<file path="src/rtl/uart_tx_arbiter_if.sv">
// Requester/UART-side bundle for uart_tx_arbiter: master = clients + uart_tx, slave = arbiter.
// Requesters hold req/req_data until ack; the arbiter owns tx_start/tx_data until tx_done_tick.
interface uart_tx_arbiter_if #(
  parameter int NREQ = 4,
  parameter int DBIT = 8
);
  localparam int IW = $clog2(NREQ);

  logic [NREQ-1:0]      req;
  logic [NREQ*DBIT-1:0] req_data;
  logic [NREQ-1:0]      ack;
  logic [NREQ-1:0]      done;
  logic                 tx_start;
  logic [DBIT-1:0]      tx_data;
  logic                 tx_done_tick;
  logic                 busy;
  logic [IW-1:0]        owner;
  logic                 timeout_err;

  modport master (
    output req, req_data, tx_done_tick,
    input  ack, done, tx_start, tx_data, busy, owner, timeout_err
  );

  modport slave (
    input  req, req_data, tx_done_tick,
    output ack, done, tx_start, tx_data, busy, owner, timeout_err
  );
endinterface

</file>
<file path="src/rtl/uart_tx_arbiter.sv">
// Round-robin sharer of one uart_tx: ack/tx_start 1 cycle after req is sampled, done 1 cycle after tx_done_tick.
// Frame ownership holds off all other requesters; optional frame watchdog under UART_TX_ARBITER_TIMEOUT_EN.
module uart_tx_arbiter #(
  parameter int NREQ           = 4,
  parameter int DBIT           = 8,
  parameter int TIMEOUT_CYCLES = 131072
) (
  input  logic            clk,
  input  logic            rst,
  uart_tx_arbiter_if.slave bus
);
  localparam int IW = $clog2(NREQ);

  if (NREQ < 2 || NREQ > 8) begin : g_bad_nreq
    $error("uart_tx_arbiter: NREQ must be in 2..8");
  end
  if (TIMEOUT_CYCLES < 1) begin : g_bad_timeout
    $error("uart_tx_arbiter: TIMEOUT_CYCLES must be at least 1");
  end

  typedef enum logic [1:0] {
    IDLE  = 2'd0,
    START = 2'd1,
    WAIT  = 2'd2
  } state_t;

  state_t          state_q, state_d;
  logic [NREQ-1:0] ack_q, ack_d;
  logic [NREQ-1:0] done_q, done_d;
  logic [DBIT-1:0] tx_data_q, tx_data_d;
  logic [IW-1:0]   owner_q, owner_d;
  logic [IW-1:0]   last_q, last_d;

  logic [IW-1:0]   win;
  logic            win_vld;
  logic [DBIT-1:0] win_data;
  logic [IW:0]     sum;
  logic [IW-1:0]   cand;
  logic            expire;

`ifdef UART_TX_ARBITER_TIMEOUT_EN
  localparam int CW = $clog2(TIMEOUT_CYCLES + 1);
  logic [CW-1:0] cnt_q, cnt_d;
  logic          to_err_q, to_err_d;

  // Terminal cycle is the TIMEOUT_CYCLES-th WAIT cycle; a same-cycle tx_done_tick wins.
  always_comb begin
    expire   = (state_q == WAIT) && !bus.tx_done_tick && (cnt_q == CW'(TIMEOUT_CYCLES - 1));
    cnt_d    = (state_q == WAIT) ? cnt_q + 1'b1 : '0;
    to_err_d = to_err_q | expire;
  end
`else
  assign expire = 1'b0;
`endif

  // Search starts just after the last completed owner, wrapping modulo NREQ.
  always_comb begin
    win      = '0;
    win_vld  = 1'b0;
    sum      = '0;
    cand     = '0;
    win_data = '0;
    for (int k = 1; k <= NREQ; k++) begin
      sum = {1'b0, last_q} + (IW+1)'(k);
      if (sum >= (IW+1)'(NREQ)) begin
        sum = sum - (IW+1)'(NREQ);
      end
      cand = sum[IW-1:0];
      if (!win_vld && bus.req[cand]) begin
        win     = cand;
        win_vld = 1'b1;
      end
    end
    for (int i = 0; i < NREQ; i++) begin
      if (IW'(i) == win) begin
        win_data = bus.req_data[i*DBIT +: DBIT];
      end
    end
  end

  always_comb begin
    state_d   = state_q;
    ack_d     = '0;
    done_d    = '0;
    tx_data_d = tx_data_q;
    owner_d   = owner_q;
    last_d    = last_q;
    case (state_q)
      IDLE: begin
        if (win_vld) begin
          tx_data_d = win_data;
          owner_d   = win;
          ack_d     = NREQ'(1) << win;
          state_d   = START;
        end
      end
      START: state_d = WAIT;
      WAIT: begin
        if (bus.tx_done_tick || expire) begin
          done_d  = NREQ'(1) << owner_q;
          last_d  = owner_q;
          state_d = IDLE;
        end
      end
      default: state_d = IDLE;
    endcase
  end

  always_ff @(posedge clk or posedge rst) begin
    if (rst) begin
      state_q   <= IDLE;
      ack_q     <= '0;
      done_q    <= '0;
      tx_data_q <= '0;
      owner_q   <= '0;
      last_q    <= IW'(NREQ - 1);
`ifdef UART_TX_ARBITER_TIMEOUT_EN
      cnt_q     <= '0;
      to_err_q  <= 1'b0;
`endif
    end else begin
      state_q   <= state_d;
      ack_q     <= ack_d;
      done_q    <= done_d;
      tx_data_q <= tx_data_d;
      owner_q   <= owner_d;
      last_q    <= last_d;
`ifdef UART_TX_ARBITER_TIMEOUT_EN
      cnt_q     <= cnt_d;
      to_err_q  <= to_err_d;
`endif
    end
  end

  assign bus.ack      = ack_q;
  assign bus.done     = done_q;
  assign bus.tx_start = (state_q == START);
  assign bus.tx_data  = tx_data_q;
  assign bus.busy     = (state_q == START) || (state_q == WAIT);
  assign bus.owner    = owner_q;
`ifdef UART_TX_ARBITER_TIMEOUT_EN
  assign bus.timeout_err = to_err_q;
`else
  assign bus.timeout_err = 1'b0;
`endif

  a_ack_onehot: assert property (@(posedge clk) disable iff (rst) $onehot0(bus.ack));
  a_done_onehot: assert property (@(posedge clk) disable iff (rst) $onehot0(bus.done));
endmodule

</file>
<file path="src/flat_wrapper.sv">
// flat-port wrapper written by rule: the top's interface ports become plain ports
module uart_tx_arbiter_flat 
#(
  parameter int NREQ           = 4,
  parameter int DBIT           = 8,
  parameter int TIMEOUT_CYCLES = 131072
)
  (clk, rst, bus_req, bus_req_data, bus_tx_done_tick, bus_ack, bus_done, bus_tx_start, bus_tx_data, bus_busy, bus_owner, bus_timeout_err);
  uart_tx_arbiter_if #(.NREQ(NREQ), .DBIT(DBIT)) bus_i ();
  input  logic clk;
  input  logic rst;
  input wire logic [$bits(bus_i.req)-1:0] bus_req;
  input wire logic [$bits(bus_i.req_data)-1:0] bus_req_data;
  input wire logic [$bits(bus_i.tx_done_tick)-1:0] bus_tx_done_tick;
  output wire logic [$bits(bus_i.ack)-1:0] bus_ack;
  output wire logic [$bits(bus_i.done)-1:0] bus_done;
  output wire logic [$bits(bus_i.tx_start)-1:0] bus_tx_start;
  output wire logic [$bits(bus_i.tx_data)-1:0] bus_tx_data;
  output wire logic [$bits(bus_i.busy)-1:0] bus_busy;
  output wire logic [$bits(bus_i.owner)-1:0] bus_owner;
  output wire logic [$bits(bus_i.timeout_err)-1:0] bus_timeout_err;
  assign bus_i.req = bus_req;
  assign bus_i.req_data = bus_req_data;
  assign bus_i.tx_done_tick = bus_tx_done_tick;
  assign bus_ack = bus_i.ack;
  assign bus_done = bus_i.done;
  assign bus_tx_start = bus_i.tx_start;
  assign bus_tx_data = bus_i.tx_data;
  assign bus_busy = bus_i.busy;
  assign bus_owner = bus_i.owner;
  assign bus_timeout_err = bus_i.timeout_err;
  uart_tx_arbiter #(.NREQ(NREQ), .DBIT(DBIT), .TIMEOUT_CYCLES(TIMEOUT_CYCLES)) u_core (.clk(clk), .rst(rst), .bus(bus_i));
endmodule
</file>
<file path="config.mk">
export PLATFORM = sky130hd
export DESIGN_NAME = uart_tx_arbiter_flat
export DESIGN_NICKNAME = d
export VERILOG_FILES = /design/src/rtl/uart_tx_arbiter_if.sv /design/src/rtl/uart_tx_arbiter.sv /design/src/flat_wrapper.sv
export SDC_FILE = /design/constraint.sdc
export NUM_CORES = 1
export LEC_CHECK = 0
export BUFFER_PORTS_ARGS = -buffer_cell sky130_fd_sc_hd__buf_2
export CAP_MARGIN = 20
export CORE_ASPECT_RATIO = 1.75
export CORE_UTILIZATION = 49
export DETAILED_ROUTE_END_ITERATION = 16
export GPL_TIMING_DRIVEN = 0
export PLACE_DENSITY = 0.91
export SLEW_MARGIN = 15
export SYNTH_ARGS = -nofsm -noshare
export SYNTH_HDL_FRONTEND = slang
export SYNTH_SLANG_ARGS = --single-unit
</file>
<file path="constraint.sdc">
create_clock -name clk -period 3.88 [get_ports clk]
set_input_delay 0.776 -clock clk [delete_from_list [all_inputs] [get_ports clk]]
set_output_delay 0.776 -clock clk [all_outputs]
set_load 0.005 [all_outputs]
</file>
# == Yosys cells after proc, flatten, opt, wreduce, memory -nomap -nowiden ==
# Cells that the tools add are included.
# totals
register_bits,22
output_inout_bits,21
wordCells,74
# classes
add_sub_neg,8
magnitude_cmp,8
n_eq_ne,7
shifts,2
muxes,31
n_reduce_logical,12
# ops
operator,count
$mux W8,4
$mux W2,10
$mux W4,4
$ge A3 B3 Y1 const B,4
$lt A2 B3 Y1 const B,4
$bmux W1 S2,4
$mux W1,8
$shl A1 B2 Y4 const A,2
$sub A2 B1 Y2 const B,4
$add A2 B2 Y3 const B,2
$pmux W2 S3,1
$reduce_and A2 Y1,3
$eq A2 B2 Y1 const A,2
$logic_not A2 Y1,2
$add A2 B1 Y3 const B,1
$add A2 B3 Y3 const B,1
$logic_and A1 B1 Y1,3
$logic_not A1 Y1,3
$eq A1 B2 Y1 const A,1
$eq A2 B1 Y1 const B,1
$eq A2 B2 Y1 const B,1
$ne A2 B1 Y1 const B,1
$ne A2 B2 Y1 const B,1
$logic_or A1 B1 Y1,1

# == Longest topological paths before layout ==
# Gate-level depths: netlist (run 1).
# logic_depth
depth_word,20
depth_mapped,6

# == Worst setup path before layout (run 1) ==
# OpenSTA, ideal clock, no wires.
# synth_path
path_kind,input port to flip-flop
startpoint,input port bus_req[1]
endpoint,register u_core.tx_data_q[1] (netlist: u_core.bus.tx_data[1])
setup_time_ps,128
arrival_time_ps,1703
required_time_ps,3752
path_slack_ps,2050
stages,5
n_path_buf,0
cell_sequence,and2b_1 -> nor2_2 -> o311a_4 -> a221oi_2 -> o22ai_1
# synth_between
elab_chain_cells,17
word_cells_on_any_way,31
# synth_rtl
element,line_no,rtl
"start, declared",flat_wrapper.sv:12,input wire logic [$bits(bus_i.req)-1:0] bus_req;
$bmux W1 S2,uart_tx_arbiter.sv:69,if (!win_vld && bus.req[cand]) begin
$mux W1 (not written as such),uart_tx_arbiter.sv:69,
$mux W1,uart_tx_arbiter.sv:69,
$logic_not A1 Y1,uart_tx_arbiter.sv:69,
$logic_and A1 B1 Y1,uart_tx_arbiter.sv:69,
$mux W1,uart_tx_arbiter.sv:69,
$logic_not A1 Y1,uart_tx_arbiter.sv:69,
$logic_and A1 B1 Y1,uart_tx_arbiter.sv:69,
$mux W1,uart_tx_arbiter.sv:69,
$logic_not A1 Y1,uart_tx_arbiter.sv:69,
$logic_and A1 B1 Y1,uart_tx_arbiter.sv:69,
$mux W2,uart_tx_arbiter.sv:69,
$logic_not A2 Y1,uart_tx_arbiter.sv:75,if (IW'(i) == win) begin
$mux W8 (4 in series),uart_tx_arbiter.sv:75,
"end signal, assigned",uart_tx_arbiter.sv:125,tx_data_q <= tx_data_d;
"end, declared",uart_tx_arbiter.sv:30,"logic [DBIT-1:0] tx_data_q, tx_data_d;"
# Several ways; a longest one is shown, not always the timed one. The select of a mux whose other input is x is not followed.
# A chain may end at the register's enable or synchronous reset.

# == Worst setup path in the final report (run 1) ==
# layout_path
startpoint,input port bus_req[1]
endpoint,register u_core.tx_data_q[6] (netlist: u_core.bus.tx_data[6])
# The elaborated chain is that of the path after synthesis.

==> results of run 1 <==
-- worst max-delay path, cell delays in order --
cell and delay [ns]:
sky130_fd_sc_hd__buf_2 0.13, sky130_fd_sc_hd__nor4_2 0.53, sky130_fd_sc_hd__or2b_4 0.28, sky130_fd_sc_hd__buf_6 0.15
sky130_fd_sc_hd__a21oi_1 0.08, sky130_fd_sc_hd__a22oi_1 0.16
-- power by group through the flow --
stage                     Clock [mW]  Sequential (mW)  Combinational [mW]
after global routing           0.227            0.405               0.664
after detailed placement           0            0.396               0.593
after CTS                      0.215            0.392               0.598
after floorplan                    0            0.390               0.403
after global placement             0            0.390               0.564
final                          0.214            0.394               0.599
-- cell type report --
type	count	area share, %
Multi-Input combinational cell	93	39.5
Sequential cell	22	33.2
Timing Repair Buffer	58	17.4
Clock buffer	3	2.48
Buffer	5	2.40
Tap cell	26	1.95
Clock inverter	1	1.80
Inverter	6	1.35
-- cell usage after synthesis (all sizes together) --
library cell	count	area, µm²
a21oi	5	25.0
a221oi	5	75.1
a22oi	3	27.5
and2	1	6.26
and2b	3	22.5
and3	2	12.5
buf	5	40.0
conb	1	3.75
dfrtp	20	500
dfstp	2	52.6
ha	3	37.5
inv	6	22.5
mux2i	8	80.1
nand2	11	41.3
nand2b	1	6.26
nand3	3	15.0
nor2	12	47.6
nor2b	3	21.3
nor3	2	10.0
nor4	1	12.5
o211ai	1	12.5
o21a	2	15.0
o21ai	13	65.1
o221ai	3	26.3
o22a	1	8.76
o22ai	6	37.5
o311a	1	21.3
o311ai	1	16.3
or2b	1	11.3
-- registers in the layout, indices dropped and copies added (netlist names) --
register	flops
u_core.bus.tx_data	8
u_core.state_q	2
u_core.bus.owner	2
u_core.last_q	2
u_core.bus.done	4
u_core.bus.ack	4
-- per-layer routing --
metal	vias to the layer above	global-route usage [%]	routed length, µm
met3	7	4.17	150
met4	0	11.9	65
met2	51	44.6	1790
li1	580	-	-
met5	-	0	0
met1	581	28.4	1180
-- kinds of logic (layout without fill, tap and decap cells) --
kind of cell    after synthesis  in the layout  share of synthesized area [%]
compound gates               41             41                           25.9
mux                           8              8                           6.29
fa+ha+maj                     3              3                           2.95
simple gates                 40             40                           16.2
buf+inv                      11             73                           4.91
other cells                   1              1                          0.294
flops                        22             22                           43.4
-- worst paths after layout --
check                                       from                     to  slack (ns)  cells after the start
worst max-delay path                  bus_req[1]  u_core.bus.tx_data[6]        1.95                      6
worst min-delay path            u_core.last_q[0]       u_core.last_q[0]        0.50                      2
worst max register to register  u_core.last_q[0]  u_core.bus.tx_data[7]        2.15                      5
worst min register to register  u_core.last_q[0]       u_core.last_q[0]        0.50                      2
max in group asynchronous                    rst      u_core.bus.ack[3]        2.72                      2
min in group asynchronous                    rst      u_core.state_q[0]        0.65                      2
-- per-stage QoR --
stage	instances	cell area, µm²	setup slack, ns	hold slack [ns]
3_3_place_gp	210	1600	1.75	0.476
3_5_place_dp	210	1600	1.70	0.486
4_1_cts	214	1670	1.95	0.500
5_1_grt	214	1670	1.87	0.526
2_1_floorplan	126	1270	2.05	0.454
6_report	214	1670	1.95	0.500
-- cell usage in the layout, fill, tap and decap left out, types with 2 or more instances in the layout --
master                     instances
sky130_fd_sc_hd__a21oi_1           5
sky130_fd_sc_hd__a221oi_2          5
sky130_fd_sc_hd__a22oi_1           2
sky130_fd_sc_hd__and2b_1           3
sky130_fd_sc_hd__and3_1            2
sky130_fd_sc_hd__buf_2            60
sky130_fd_sc_hd__buf_6             2
sky130_fd_sc_hd__clkbuf_8          3
sky130_fd_sc_hd__dfrtp_1          20
sky130_fd_sc_hd__dfstp_2           2
sky130_fd_sc_hd__ha_1              3
sky130_fd_sc_hd__inv_1             6
sky130_fd_sc_hd__mux2i_1           8
sky130_fd_sc_hd__nand2_1          11
sky130_fd_sc_hd__nand3_1           3
sky130_fd_sc_hd__nor2_1           11
sky130_fd_sc_hd__nor2b_1           2
sky130_fd_sc_hd__nor3_1            2
sky130_fd_sc_hd__o21a_1            2
sky130_fd_sc_hd__o21ai_0           9
sky130_fd_sc_hd__o21ai_1           4
sky130_fd_sc_hd__o221ai_1          3
sky130_fd_sc_hd__o22ai_1           6
==> impl_table.tex, run 1 <==
\begin{tabular}{lr}
\hline
Metric & Value \\
\hline
\multicolumn{2}{l}{\textbf{Pwr}} \\
Worst vdd ir & 0.000398 V \\
Switching pwr & 0.466 mW \\
Power Density & 724 nW/µm² \\
Combinational cell fraction of total power & 49.6\% \\
Leakage power figure & 0.868 nW \\
Internal Pwr Total & 0.742 mW \\
Overall power consumption & 1.21 mW \\
Sw Share & 38.6\% \\
Proportion of power drawn by flip-flops and latches & 32.6\% \\
Fraction of power consumed by the clock network & 17.8\% \\
\multicolumn{2}{l}{\textbf{Cells and area}} \\
Final antenna diode count & 0 \\
Combined flip-flop and latch cell area & 553 µm² \\
Area added between synthesis and finish & 30.9\% \\
Layout net count & 231 \\
Fraction of layout cells with a size suffix above 1 & 43.6\% \\
Post-layout util & 67.7\% \\
Final-layout fill cell count & 202 \\
Combined area of the multi-input logic cells & 658 µm² \\
\multicolumn{2}{l}{\textbf{Critical path}} \\
Critical Path AT & 2.11 ns \\
Crit start category & primary input \\
Data required time of the critical path & 4.06 ns \\
Type of the worst setup path & in -> reg \\
Critical path peak fanout & 10 \\
CP Capture Type & register \\
\multicolumn{2}{l}{\textbf{Floorplan}} \\
Die Ht & 69.4 µm \\
FP Rows & 24 \\
Initial Util & 51.7\% \\
Number of top-level pins & 60 \\
Width of the chip & 40.5 µm \\
Full die area & 2820 µm² \\
Standard cell core area & 2460 µm² \\
\multicolumn{2}{l}{\textbf{Timing}} \\
Final hold violations & 0 \\
Share of the clock period used by the worst path & 49.8\% \\
Pins over their slew limit & 0 \\
Fmax & 518 MHz \\
Tightest Pin Transition & 0.819 ns \\
Relative slew slack & 45.4\% \\
Worst clock skew & 0.00224 ns \\
Summed negative setup slack over all endpoints & 0 ns \\
Clock period minus final worst setup slack & 1.93 ns \\
Final setup fails & 0 \\
RSZ-0062 raised after global routing & false \\
\multicolumn{2}{l}{\textbf{Clock network}} \\
Maximum number of buffers from clock root to sink & 2 \\
Clock transition at the registers of the reported paths & 0.08 ns \\
Root Buffer & sky130\_fd\_sc\_hd\_\_clkbuf\_8 \\
\# resized after CTS & 0 \\
Number of post-CTS setup repair buffers & 0 \\
TritonCTS clock tree & done \\
H-Tree Depth & 1 \\
Clock latency on the worst-skew pair & 0.27 ns \\
Count of clock tree sinks & 22 \\
Number of CTS-inserted buffers & 3 \\
Hold bufs inserted after CTS & 0 \\
\multicolumn{2}{l}{\textbf{Global route}} \\
Combined global-route utilization of all metal layers & 26.0\% \\
Vias in the first global route & 1257 \\
Largest net degree at the start of global routing & 23 \\
Wire length of the first global-routing pass & 5220 µm \\
Leftover overflow at the end of global routing & 0 \\
Number of antenna violations at the first check in global routing & 0 \\
\multicolumn{2}{l}{\textbf{Detailed routing}} \\
Detailed Route WL & 3190 µm \\
Routed WL per cell & 14.9 µm \\
Number of detailed-route iterations in the first pass & 4 \\
Initial DRC count & 33 \\
Via-per-instance ratio & 5.70 \\
Via count & 1219 \\
Antenna-violating nets left & 0 \\
Number of remaining DRC errors & 0 \\
\multicolumn{2}{l}{\textbf{Synth}} \\
Number of flip-flops and latches in the synthesized netlist & 22 \\
Post-synthesis average cell area & 10.1 µm² \\
Sequential cell area fraction in the yosys report & 43.4\% \\
Net count after synthesis & 168 \\
Number of distinct library cell variants in the gate-level netlist after synthesis & 35 \\
Combined area of all synthesized cells & 1270 µm² \\
Warnings, synthesis & 0 \\
Synthesized instance count & 126 \\
\multicolumn{2}{l}{\textbf{Flow run}} \\
Max cap viols & 0 \\
\multicolumn{2}{l}{\textbf{Placement}} \\
Count of port buffers added during placement & 58 \\
Global placement routability congestion & 0.756 \\
Hpwl dp & 2430 µm \\
\multicolumn{2}{l}{\textbf{Outcome}} \\
Outcome & completed \\
\multicolumn{2}{l}{\textbf{Min path}} \\
Worst hold path class & reg -> reg \\
\hline
\end{tabular}
(Power assumes the default switching activity.)
==> inputs of run 2 (changes only) <==
- CORE_UTILIZATION: 49 -> 41
- PLACE_DENSITY: 0.91 -> 0.82
- clock period: 3.88 -> 1.7 ns (I/O delays scaled with it)
==> impl_table.tex, run 2 (synthesis results as in run 1) <==
\begin{tabular}{lr}
\hline
Metric & Value \\
\hline
\multicolumn{2}{l}{\textbf{Outcome}} \\
Outcome & complete, but fails checks \\
Violations in the final reports & design-rule violations \\
\multicolumn{2}{l}{\textbf{Pwr}} \\
Worst vdd ir & 0.00116 V (+190\%) \\
Leakage power figure & 0.885 nW (+2.0\%) \\
Power Density & 1640 nW/µm² (+130\%) \\
\multicolumn{2}{l}{\textbf{Floorplan}} \\
Initial Util & 43.5\% (-8.2 points) \\
Width of the chip & 44.1 µm (+8.9\%) \\
Standard cell core area & 2930 µm² (+19\%) \\
Full die area & 3340 µm² (+19\%) \\
Number of top-level pins & 60 (unchanged) \\
Die Ht & 75.7 µm (+9.1\%) \\
FP Rows & 26 (+8.3\%) \\
\multicolumn{2}{l}{\textbf{Critical path}} \\
Sum of buffers and inverters on the critical path & 0 (-2) \\
Data required time of the critical path & 1.85 ns (-2.21 ns) \\
Crit start category & register \\
Cells traversed along the worst timing path & and2b\_1 -> o311a\_4 -> a221oi\_2 -> o22ai\_1 \\
Type of the worst setup path & reg -> reg \\
Largest incremental delay on the critical path & 0.57 ns (+0.04 ns) \\
CP delay by family, top & compound AO/OA/AOI/OAI gates \\
Critical Path AT & 1.81 ns (-0.30 ns) \\
Highest-delay cell along the critical path & sky130\_fd\_sc\_hd\_\_dfstp\_2 \\
CP Capture Type & register \\
Critical path peak fanout & 5 (-5) \\
\multicolumn{2}{l}{\textbf{Cells and area}} \\
Layout net count & 233 (+0.87\%) \\
Combined area of the multi-input logic cells & 702 µm² (+6.7\%) \\
Leading cell type in the layout, fill and taps excluded & sky130\_fd\_sc\_hd\_\_buf\_2 \\
Final antenna diode count & 0 (unchanged) \\
Cell area after layout & 1730 µm² (+4.0\%) \\
Non-Filler Instances & 218 (+1.9\%) \\
Max reg flops & 8 (unchanged) \\
Final-layout fill cell count & 282 (+40\%) \\
Combined flip-flop and latch cell area & 553 µm² (unchanged) \\
Highest-count cells in the layout ignoring fill and taps & sky130\_fd\_sc\_hd\_\_buf\_2, sky130\_fd\_sc\_hd\_\_dfrtp\_1, sky130\_fd\_sc\_hd\_\_nand2\_1, sky130\_fd\_sc\_hd\_\_nor2\_1, sky130\_fd\_sc\_hd\_\_o21ai\_0 \\
Area added between synthesis and finish & 36.1\% \\
Fraction of layout cells with a size suffix above 1 & 47.4\% (+3.8 points) \\
\multicolumn{2}{l}{\textbf{Detailed routing}} \\
Number of detailed-route iterations in the first pass & 10 (+6) \\
Antenna-violating nets left & 0 (unchanged) \\
Via-per-instance ratio & 5.39 (-5.4\%) \\
Routed WL per cell & 14.2 µm (-4.7\%) \\
Via count & 1175 (-3.6\%) \\
Detailed Route WL & 3090 µm (-2.9\%) \\
Number of remaining DRC errors & 1 (+1) \\
Initial DRC count & 25 (-24\%) \\
\multicolumn{2}{l}{\textbf{Global route}} \\
Vias in the first global route & 1040 (-17\%) \\
Combined global-route utilization of all metal layers & 18.6\% (-7.4 points) \\
Wire length of the first global-routing pass & 4500 µm (-14\%) \\
Number of antenna violations at the first check in global routing & 0 (unchanged) \\
Largest net degree at the start of global routing & 23 (unchanged) \\
Leftover overflow at the end of global routing & 0 (unchanged) \\
\multicolumn{2}{l}{\textbf{Clock network}} \\
Maximum number of buffers from clock root to sink & 2 (unchanged) \\
TritonCTS clock tree & done \\
Count of clock tree sinks & 22 (unchanged) \\
Clock latency on the worst-skew pair & 0.27 ns (about the same) \\
Clock transition at the registers of the reported paths & 0.08 ns (about the same) \\
H-Tree Depth & 1 (unchanged) \\
Root Buffer & sky130\_fd\_sc\_hd\_\_clkbuf\_8 \\
Number of CTS-inserted buffers & 3 (unchanged) \\
\multicolumn{2}{l}{\textbf{Timing}} \\
RSZ-0062 raised after global routing & true \\
Tightest Pin Transition & 0.834 ns (+0.0154 ns) \\
Clock period minus final worst setup slack & 1.66 ns \\
Final setup fails & 0 (unchanged) \\
Worst clock skew & 0.00326 ns (+0.00102 ns) \\
Share of the clock period used by the worst path & 97.5\% \\
Pins over their slew limit & 0 (unchanged) \\
Fmax & 603 MHz \\
Summed negative setup slack over all endpoints & 0 ns (unchanged) \\
Final hold violations & 0 (unchanged) \\
Relative slew slack & 44.3\% (-1.0 points) \\
\multicolumn{2}{l}{\textbf{Placement}} \\
Placed cells & 212 (+0.95\%) \\
Global placement routability congestion & 0.710 (-6.2\%) \\
Placed cell area & 1600 µm² (+0.16\%) \\
Hpwl dp & 2330 µm (-4.0\%) \\
Count of port buffers added during placement & 58 (unchanged) \\
\multicolumn{2}{l}{\textbf{Min path}} \\
Worst hold path class & in -> async \\
\multicolumn{2}{l}{\textbf{Flow run}} \\
Max cap viols & 0 (unchanged) \\
\hline
\end{tabular}
==> run 2: worst register-to-register path: cells and delay by family, from the launching register on <==
kind	cells	cell delay [ns]
and+or+nand+nor	1	0.23
DFF	1	0.57
AOI/OAI and AO/OA	3	0.75
==> run 2: cell type report <==
cell class	instances	share of cell area (%)
Tap cell	28	2.02
Clock inverter	1	1.73
Multi-Input combinational cell	93	40.5
Sequential cell	22	31.9
Timing Repair Buffer	60	17.6
Clock buffer	3	2.38
Inverter	6	1.30
Buffer	5	2.60
==> run 2: metal layers <==
| metal | GRT usage [%] | share of wire [%] | vias to the layer above |
|---|---|---|---|
| li1 | - | - | 587 |
| met1 | 19.9 | 37 | 546 |
| met2 | 34.8 | 57 | 37 |
| met3 | 2.37 | 3.5 | 5 |
| met4 | 9.09 | 1.8 | 0 |
| met5 | 0 | 0 | - |
==> run 2: repair_timing <==
item | 4_1_cts | 5_1_grt
hold buffers | 0 | 0
pin swaps | 0 | 4
buffers inserted | 0 | 1
endpoints found under the hold margin | 0 | 0
endpoints found under the setup margin | 6 | 7
cloned | 0 | 1
resized for setup | 2 | 10
==> run 2: per-stage QoR <==
stage	hold WS [ns]	utilization [%]	total power [mW]	setup WS (ns)
2_1_floorplan	0.328	-	1.81	0.150
3_3_place_gp	0.473	54.6	2.21	-0.0355
3_5_place_dp	0.475	54.6	2.25	-0.0617
4_1_cts	0.263	57.4	2.76	0.00878
5_1_grt	0.288	59.2	3.06	-0.0351
6_report	0.230	59.2	2.84	0.0420
==> run 2: worst paths after layout <==
path	start	to	slack (ns)	cells past startpoint
max in group asynchronous	rst	u_core.bus.owner[1]	0.96	2
max reg2reg	u_core.last_q[0]	u_core.bus.tx_data[1]	0.04	4
min in group clk	bus_tx_done_tick	u_core.last_q[0]	0.34	3
max	u_core.last_q[0]	u_core.bus.tx_data[1]	0.04	4
min reg2reg	u_core.last_q[0]	u_core.last_q[0]	0.49	2
min	rst	u_core.bus.tx_data[7]	0.23	2
==> run 2: power by group <==
group / internal (mW) / switching (mW)
clock network: 0.315 / 0.174
logic: 0.716 / 0.745
registers: 0.739 / 0.155
==> inputs of run 3 (changes only) <==
- clock period: 1.7 -> 1.5 ns (I/O delays scaled with it)
==> impl_table.tex, run 3 (synthesis results as in run 1) <==
\begin{tabular}{lr}
\hline
Metric & Value \\
\hline
\multicolumn{2}{l}{\textbf{Outcome}} \\
Outcome & complete, but fails checks \\
Violations in the final reports & negative setup slack \\
\multicolumn{2}{l}{\textbf{Detailed routing}} \\
Routed WL per cell & 14.0 µm (-1.4\%) \\
Initial DRC count & 24 (-4.0\%) \\
Number of remaining DRC errors & 0 (-1) \\
Number of detailed-route iterations in the first pass & 6 (-4) \\
Via-per-instance ratio & 5.42 (+0.50\%) \\
Detailed Route WL & 3120 µm (+0.84\%) \\
Antenna-violating nets left & 0 (unchanged) \\
Via count & 1208 (+2.8\%) \\
\multicolumn{2}{l}{\textbf{Floorplan}} \\
Die Ht & 75.7 µm (unchanged) \\
FP Rows & 26 (unchanged) \\
Initial Util & 43.5\% (unchanged) \\
Full die area & 3340 µm² (unchanged) \\
Number of top-level pins & 60 (unchanged) \\
Width of the chip & 44.1 µm (unchanged) \\
Standard cell core area & 2930 µm² (unchanged) \\
\multicolumn{2}{l}{\textbf{Clock network}} \\
Count of clock tree sinks & 22 (unchanged) \\
TritonCTS clock tree & done \\
Hold bufs inserted after CTS & 0 (unchanged) \\
Clock transition at the registers of the reported paths & 0.08 ns (about the same) \\
Root Buffer & sky130\_fd\_sc\_hd\_\_clkbuf\_8 \\
H-Tree Depth & 1 (unchanged) \\
Clock latency on the worst-skew pair & 0.26 ns (about the same) \\
Number of CTS-inserted buffers & 3 (unchanged) \\
Maximum number of buffers from clock root to sink & 2 (unchanged) \\
\multicolumn{2}{l}{\textbf{Global route}} \\
Vias in the first global route & 1083 (+4.1\%) \\
Largest net degree at the start of global routing & 23 (unchanged) \\
Wire length of the first global-routing pass & 4800 µm (+6.6\%) \\
Combined global-route utilization of all metal layers & 19.6\% (+0.98 points) \\
Leftover overflow at the end of global routing & 0 (unchanged) \\
Number of antenna violations at the first check in global routing & 0 (unchanged) \\
\multicolumn{2}{l}{\textbf{Critical path}} \\
Cells traversed along the worst timing path & and2b\_1 -> nand2b\_4 -> o311ai\_2 -> o221ai\_1 -> a22oi\_1 \\
Type of the worst setup path & reg -> reg \\
Reg2Reg Setup Slack & -0.17 ns (-0.21 ns) \\
Crit start category & register \\
Data required time of the critical path & 1.64 ns (-0.21 ns) \\
Capture point of the worst reg-to-reg path & u\_core.bus.tx\_data[5] \\
Worst Reg2Reg Path Length in Cells & 5 (+1) \\
Critical Path AT & 1.81 ns (about the same) \\
Launch instance of the worst register-to-register path & u\_core.last\_q[1] \\
Startpoint of the worst setup timing path & u\_core.last\_q[1] \\
Highest-delay cell along the critical path & sky130\_fd\_sc\_hd\_\_dfstp\_2 \\
CP Capture Type & register \\
Critical path peak fanout & 8 (+3) \\
Largest incremental delay on the critical path & 0.64 ns (+0.07 ns) \\
\multicolumn{2}{l}{\textbf{Pwr}} \\
Internal Pwr Total & 1.98 mW (+12\%) \\
Proportion of power drawn by flip-flops and latches & 31.3\% (about the same) \\
Sw Share & 38.8\% (+1.0 points) \\
Fraction of power consumed by the clock network & 13.2\% (-4.0 points) \\
Combinational cell fraction of total power & 55.5\% (+4.1 points) \\
Switching pwr & 1.25 mW (+17\%) \\
Power Density & 1820 nW/µm² (+11\%) \\
Overall power consumption & 3.23 mW (+14\%) \\
Worst vdd ir & 0.00103 V (-11\%) \\
Leakage power figure & 0.905 nW (+2.2\%) \\
\multicolumn{2}{l}{\textbf{Cells and area}} \\
Fraction of layout cells with a size suffix above 1 & 51.8\% (+4.4 points) \\
Area added between synthesis and finish & 39.8\% \\
Highest-count cells in the layout ignoring fill and taps & sky130\_fd\_sc\_hd\_\_buf\_2, sky130\_fd\_sc\_hd\_\_dfrtp\_1, sky130\_fd\_sc\_hd\_\_nor2\_1 \\
Max reg flops & 8 (unchanged) \\
Final antenna diode count & 0 (unchanged) \\
Leading cell type in the layout, fill and taps excluded & sky130\_fd\_sc\_hd\_\_buf\_2 \\
Layout net count & 238 (+2.1\%) \\
\multicolumn{2}{l}{\textbf{Placement}} \\
Hpwl dp & 2220 µm (-4.8\%) \\
Global placement routability congestion & 0.725 (+2.2\%) \\
Count of port buffers added during placement & 58 (unchanged) \\
Minimum setup slack after placement & -0.291 ns (-0.229 ns) \\
\multicolumn{2}{l}{\textbf{Min path}} \\
Worst hold path class & in -> async \\
\multicolumn{2}{l}{\textbf{Timing}} \\
Least setup slack across all paths after layout & -0.167 ns (-0.209 ns) \\
Fmax & 600 MHz (-0.53\%) \\
Relative slew slack & 44.1\% (-0.26 points) \\
Final setup fails & 11 (+11) \\
Share of the clock period used by the worst path & 111\% (+14 points) \\
RSZ-0062 raised after global routing & true \\
Tightest Pin Transition & 0.838 ns (+0.00388 ns) \\
Worst clock skew & 0.00278 ns (-0.000477 ns) \\
Clock period minus final worst setup slack & 1.67 ns (+0.00891 ns) \\
Pins over their slew limit & 0 (unchanged) \\
Final hold violations & 0 (unchanged) \\
\multicolumn{2}{l}{\textbf{Flow run}} \\
Max cap viols & 0 (unchanged) \\
\hline
\end{tabular}
==> run 3: cell types whose count changed in the layout (fill, tap and decap cells not counted), sizes merged <==
cell	change
bufinv	-1
clkbuf	-1
buf	+7
==> run 3: power groups by stage <==
stage,combinational [mW],clock [mW],sequential (mW)
floorplan,1.04,0,1.01
global placement,1.50,0,1.01
detailed placement,1.53,0,1.02
CTS,1.72,0.428,1.01
global route,1.99,0.464,1.04
finish,1.80,0.426,1.01
==> run 3: cell type report <==
class	count	area, µm²
repair buffers	65	354
plain buffers	5	42.5
well taps	28	35.0
multi-input cells	93	718
clock buffers	4	55.1
fillers	271	1150
flip-flops and latches	22	553
inverters	6	22.5
==> run 3: critical path, delay by kind of cell (launching register included) <==
kind | cells | cell delay [ns]
AOI/OAI and AO/OA | 3 | 0.51
DFF | 1 | 0.64
and+or+nand+nor | 2 | 0.40
==> run 3: routing by layer <==
| metal | track usage, % | wire length [µm] | vias to the layer above |
|---|---|---|---|
| li1 | - | - | 600 |
| met5 | 0 | 0 | - |
| met3 | 2.13 | 117 | 4 |
| met1 | 22.3 | 1130 | 559 |
| met2 | 34.8 | 1820 | 45 |
| met4 | 10.8 | 59 | 0 |
==> run 3: worst max path at each step <==
stage	to	slack, ns	depth (start not counted)
3_5_place_dp	u_core.bus.tx_data[4]	-0.29	5
6_report	u_core.bus.tx_data[5]	-0.17	5
4_1_cts	u_core.bus.tx_data[2]	-0.17	4
5_1_grt	u_core.bus.tx_data[5]	-0.27	4
3_3_place_gp	u_core.bus.tx_data[7]	-0.23	5
2_1_floorplan	u_core.bus.tx_data[1]	-0.05	4
==> run 3: timing repair <==
action                                  in CTS  in global routing
endpoints found under the hold margin        0                  0
endpoints found under the setup margin      13                 13
pin swaps                                    3                  2
resized for setup                           14                  6
cloned                                       1                  0
setup buffers                                3                  3
==> run 3: through the flow <==
step                      instance area [µm²]  hold WS (ns)  util, %  TNS (ns)  instances
final                                    1780         0.194     60.8     -1.34        223
after global routing                     1780         0.280     60.8     -2.36        223
after floorplan                          1270         0.288        -    -0.248        126
after CTS                                1740         0.221     59.4     -1.30        220
after global placement                   1600         0.478     54.6     -1.91        212
after detailed placement                 1600         0.498     54.6     -2.26        212
